File: config.mk
export PLATFORM = sky130hd
export DESIGN_NAME = pwm_mixer
export DESIGN_NICKNAME = d
export VERILOG_FILES = /design/src/rtl/pwm_mixer.sv
export SDC_FILE = /design/constraint.sdc
export NUM_CORES = 1
export LEC_CHECK = 0
export CAP_MARGIN = 10
export CORE_ASPECT_RATIO = 1.4
export CORE_MARGIN = 1.5
export CORE_UTILIZATION = 42
export CTS_BUF_LIST = sky130_fd_sc_hd__clkbuf_16
export DETAILED_ROUTE_END_ITERATION = 8
export PLACE_DENSITY = 0.7
export SYNTH_ARGS = -nofsm -noshare
export SYNTH_HDL_FRONTEND = slang
export SYNTH_SLANG_ARGS = --single-unit
File: constraint.sdc
create_clock -name clk -period 2.35 [get_ports clk]
set_clock_uncertainty 0.15 [all_clocks]
set_input_delay 0.235 -clock clk [delete_from_list [all_inputs] [get_ports clk]]
set_output_delay 0.235 -clock clk [all_outputs]
set_load 0.01 [all_outputs]
File: src/rtl/pwm_mixer.sv
`default_nettype none
// ============================================================================
//  Module      : pwm_mixer
//  Description : N-channel quadrature encoder to PWM mixer. Each channel has
//                a debounce stage, an edge decoder and a level register. A
//                shared period counter drives every channel's PWM output.
//  Revision    : 1.0 - initial release
// ============================================================================
module pwm_mixer #(
    parameter int NUM_CH      = 3,
    parameter int WIDTH       = 8,
    parameter int DB_LEN      = 8,
    parameter int STEP        = 1,
    parameter int SATURATE    = 1,
    parameter int RESET_LEVEL = 0
) (
    input  logic                    clk,
    input  logic                    reset,
    input  logic [NUM_CH-1:0]       enc_a,
    input  logic [NUM_CH-1:0]       enc_b,
    output logic [NUM_CH-1:0]       pwm_out,
    output logic [NUM_CH*WIDTH-1:0] level_out,
    output logic                    period_start
);

    localparam logic [WIDTH:0]   c_STEP        = (WIDTH+1)'(STEP);
    localparam logic [WIDTH-1:0] c_RESET_LEVEL = WIDTH'(RESET_LEVEL);
    localparam logic [WIDTH-1:0] c_MAX         = {WIDTH{1'b1}};

    logic [WIDTH-1:0] r_cnt;
    logic             r_period_start;
    logic             w_wrap;

    // Duty registers capture on the edge where the counter rolls back to 0.
    assign w_wrap = (r_cnt == c_MAX);

    always_ff @(posedge clk) begin
        if (reset) begin
            r_cnt          <= '0;
            r_period_start <= 1'b0;
        end else begin
            r_cnt          <= r_cnt + 1'b1;
            r_period_start <= (r_cnt == '0);
        end
    end

    assign period_start = r_period_start;

    for (genvar i = 0; i < NUM_CH; i++) begin : g_ch
        logic [DB_LEN-1:0] r_hist_a;
        logic [DB_LEN-1:0] r_hist_b;
        logic              r_db_a;
        logic              r_db_b;
        logic              r_prev_a;
        logic              r_prev_b;
        logic [WIDTH-1:0]  r_level;
        logic [WIDTH-1:0]  r_duty;
        logic              r_pwm;
        logic [WIDTH:0]    w_sum;
        logic [WIDTH:0]    w_diff;
        logic [WIDTH-1:0]  w_level_nxt;

        // The extra MSB of the sum/difference flags overflow or borrow.
        always_comb begin
            w_sum       = {1'b0, r_level} + c_STEP;
            w_diff      = {1'b0, r_level} - c_STEP;
            w_level_nxt = r_level;
            if ((r_db_a != r_prev_a) && (r_db_b == r_prev_b)) begin
                if (r_db_a != r_db_b) begin
                    w_level_nxt = ((SATURATE != 0) && w_sum[WIDTH]) ? c_MAX : w_sum[WIDTH-1:0];
                end else begin
                    w_level_nxt = ((SATURATE != 0) && w_diff[WIDTH]) ? '0 : w_diff[WIDTH-1:0];
                end
            end
        end

        always_ff @(posedge clk) begin
            if (reset) begin
                r_hist_a <= '0;
                r_hist_b <= '0;
                r_db_a   <= 1'b0;
                r_db_b   <= 1'b0;
                r_prev_a <= 1'b0;
                r_prev_b <= 1'b0;
                r_level  <= c_RESET_LEVEL;
                r_duty   <= c_RESET_LEVEL;
                r_pwm    <= 1'b0;
            end else begin
                r_hist_a <= {r_hist_a[DB_LEN-2:0], enc_a[i]};
                r_hist_b <= {r_hist_b[DB_LEN-2:0], enc_b[i]};
                if (&r_hist_a)       r_db_a <= 1'b1;
                else if (~|r_hist_a) r_db_a <= 1'b0;
                if (&r_hist_b)       r_db_b <= 1'b1;
                else if (~|r_hist_b) r_db_b <= 1'b0;
                r_prev_a <= r_db_a;
                r_prev_b <= r_db_b;
                r_level  <= w_level_nxt;
                if (w_wrap) r_duty <= r_level;
                r_pwm    <= (r_cnt < r_duty);
            end
        end

        assign pwm_out[i]                 = r_pwm;
        assign level_out[i*WIDTH +: WIDTH] = r_level;
    end

endmodule
`default_nettype wire

==> flow_metrics.py <==
metrics = {
    "synthesis": {
        "yosys.area.top_type_share_pct": 42.27,
        "yosys_most_used_dff": "dfxtp_1",
        "synth_seq_cells": 120,
        "synth_area_sq_um": 5683,
        "synth_edf_count": 0,
        "synth.most_common_cell": "dfxtp_1",
        "netlist_top_cells_count": "120 x dfxtp_1, 79 x nand2_1, 53 x nor2b_1",
        "yosysUniqueCellTypes": 59,
        "synth_nets": 717,
        "synthArstFlopShare_pct": 0,
        "syn_inst": 680,
        "yosys.area.top_type": "dfxtp_1",
        "yosys_warnings": 0,
        "avgSynthCellArea_sq_um": 8.357,
        "synth.area.top_cells": "dfxtp_1 42%, ha_1 6.4%, nor2b_1 5.8%, nand2_1 5.2%, a21oi_1 4.4%",
        "ys_seq_area_share_pct": 42.27,
    },
    "clocking": {
        "postCtsHoldBufs": 0,
        "clock_sinks": 120,
        "cts_resized": 0,
        "postCtsSetupRepairBufs": 0,
        "cts.clk_slew.worst_paths_ps": 60,
        "root_buffer": "clkbuf_16",
        "numCtsBuffers": 17,
        "htreeDepth": 4,
        "clkLatencyLatePin_ps": 410,
        "cts_tree": "built",
        "cts_buffer_depth": 2,
    },
    "finish": {
        "diodes": 0,
        "regArea_sq_um": 2402,
        "drive_gt1_share_pct": 9.103,
        "n_fill_cell": 1268,
        "areaGrowthSynthToFinish_pct": 19.90,
        "fin_nets": 749,
        "multi_input_area_sq_um": 2935,
    },
    "floorplanning": {
        "dieArea_sq_um": 14250,
        "num_rows": 50,
        "num_io_pins": 36,
        "start_util_pct": 42.85,
        "die_h_um": 140.6,
        "core_area_sq_um": 13260,
        "die_width_um": 101.3,
    },
    "worst_setup_path": {
        "ff2ff_path_depth": 6,
        "worstSetupEndpointType": "flip-flop",
        "start_kind": "flip-flop",
        "path_class": "reg2reg",
        "crit_required_ps": 2490,
        "crit_fanout": 9,
        "r2r_slack_ps": 280,
        "r2r_start": "g_ch[2].r_level[0]$_SDFFE_PP0P_",
        "regToRegEndpoint": "g_ch[2].r_level[6]$_SDFFE_PP0P_",
        "worstPathArrival_ps": 2210,
    },
    "sta": {
        "setup-tns-final_ps": 0,
        "fmax_mhz": 484.1,
        "setup_viol": 0,
        "period_share_pct": 87.89,
        "setup_ws_ps": 284.5,
        "max-slew-margin-rel_pct": 65.97,
        "layout_min_cycle_time_ps": 2065,
        "timing_hold_violations_final": 0,
        "drv_slew": 0,
        "worstMarginPinSlew_ps": 508.1,
        "rsz0062_at_grt": "no",
    },
    "route": {
        "ant_nets": 0,
        "viasPerCell": 5.348,
        "dr.pass1.iters": 5,
        "drc_errors": 0,
        "drt_wl_total_um": 12190,
        "wire_per_inst_um": 13.44,
        "drt_iter0_drc": 335,
        "vias": 4851,
    },
    "grt": {
        "grt.overflow.total": 0,
        "grt_use_total_pct": 17.88,
        "grt_first_pass_wirelength_um": 20560,
        "grt_pass1_vias": 4600,
        "grt_max_degree": 47,
        "antenna_found_initial": 0,
    },
    "run_status": {
        "outcome": "finished, final reports clean",
    },
    "hold_path": {
        "hold-path-endpoint": "g_ch[2].r_hist_a[0]$_SDFF_PP0_",
        "hold_depth": 2,
        "hold_class": "in2reg",
        "min_from": "reset",
    },
    "placement": {
        "gp_congestion": 0.9002,
        "hpwlAfterDp_um": 8426,
        "pre_cts_ws_ps": 243.6,
        "portBuffers": 35,
    },
    "pwr": {
        "ir_drop_mv": 0.5485,
        "powerDensity_nw_per_um2": 692.0,
        "leakage_nw": 2.557,
    },
    "job": {
        "drv_cap": 0,
    },
}
## power by group
part | internal [mW] | switching, mW | leakage, nW | total (mW)
clock network | 1.56 | 0.938 | 0.279 | 2.50
logic | 0.0666 | 0.0680 | 1.31 | 0.135
registers | 2.06 | 0.0206 | 0.971 | 2.08
total | 3.69 | 1.03 | 2.56 | 4.72
## stage by stage
stage	instance area (sq um)	utilization [%]	hold WS [ps]	total power [mW]	cells
global placement	6233	47.00	277.0	2.254	875
floorplan	5683	-	168.2	2.209	680
global route	6814	51.38	42.89	4.888	907
detailed placement	6233	47.00	287.9	2.261	875
CTS	6814	51.38	27.59	4.764	907
finish	6814	51.38	38.56	4.716	907
## routing by layer
metal | global-route usage, % | vias to the layer above | part of all wire, %
li1 | - | 2438 | -
met1 | 20.43 | 2278 | 43
met2 | 31.26 | 111 | 51
met3 | 4.710 | 24 | 3.7
met4 | 7.164 | 0 | 1.9
met5 | 0 | - | 0
## cell type report
class                   instances  area share, %
multi-input cells             476          43.08
flip-flops and latches        120          35.26
repair buffers                 55          7.492
clock buffers                  17          6.243
well taps                     182          3.342
inverters                      42          2.314
clock inverters                15          2.277
## cells in the final DEF (no fill, tap or decap), types with 4 or more instances in the layout
cell             netlist  final
nor2_1                33     33
nand2_1               79     79
o21ai_0               43     43
o211ai_1               4      4
nor2b_1               53     53
a21boi_0               7      7
a31oi_1               10     10
xor2_1                 8      8
and3_1                 8      8
nor4_1                 7      7
inv_1                 42     42
nor3_1                11     11
a211oi_1               8      8
dfxtp_1              120    120
clkdlybuf4s50_1        0     34
a21o_1                 4      4
ha_1                  29     29
nand3_1               20     20
or3_1                  6      6
clkinv_2               0      4
nand4_1               15     15
a311oi_1               9      9
buf_4                  4     20
clkinv_4               0      5
a21oi_1               50     50
nand2b_1               7      7
clkbuf_16              0     17
xnor2_1                8      8
o31ai_1                5      5
or4_1                 11     11
## how the worst max path moves through the flow
stage | slack (ps) | start | cells after the start | endpoint
after floorplan | 190 | g_ch[1].r_level[1]$_SDFFE_PP0P_ | 8 | g_ch[1].r_level[6]$_SDFFE_PP0P_
after global placement | 350 | g_ch[1].r_level[0]$_SDFFE_PP0P_ | 7 | g_ch[1].r_level[6]$_SDFFE_PP0P_
after detailed placement | 240 | g_ch[2].r_level[0]$_SDFFE_PP0P_ | 6 | g_ch[2].r_level[6]$_SDFFE_PP0P_
after CTS | 240 | g_ch[2].r_level[0]$_SDFFE_PP0P_ | 6 | g_ch[2].r_level[6]$_SDFFE_PP0P_
after global routing | 120 | g_ch[2].r_level[0]$_SDFFE_PP0P_ | 6 | g_ch[2].r_level[6]$_SDFFE_PP0P_
final | 280 | g_ch[2].r_level[0]$_SDFFE_PP0P_ | 6 | g_ch[2].r_level[6]$_SDFFE_PP0P_
## sequential cells by signal (all words and copies together), names as in the netlist
signal         cells
g_ch.r_level      24
g_ch.r_hist_b     24
g_ch.r_db_a        3
g_ch.r_duty       24
g_ch.r_db_b        3
period_start       1
g_ch.r_pwm         3
g_ch.r_hist_a     24
g_ch.r_prev_b      3
r_cnt              8
g_ch.r_prev_a      3
## kinds of logic (layout without fill, tap and decap cells)
kind of cell / count (synthesis) / after routing / share of synthesized area, %
flops: 120 / 120 / 42.27
xor+xnor: 17 / 17 / 2.752
compound gates: 155 / 155 / 16.71
mux: 2 / 2 / 0.3523
simple gates: 273 / 273 / 25.45
fa+ha+maj: 29 / 29 / 6.385
buf+inv: 84 / 129 / 6.077
## worst max-delay path: stages, from the launching register on
cell	delay [ps]
dfxtp_1	380
inv_1	120
ha_1	180
or3b_1	410
nor3_1	210
o21ai_0	110
a2111oi_0	390
(Power assumes the default switching activity.)
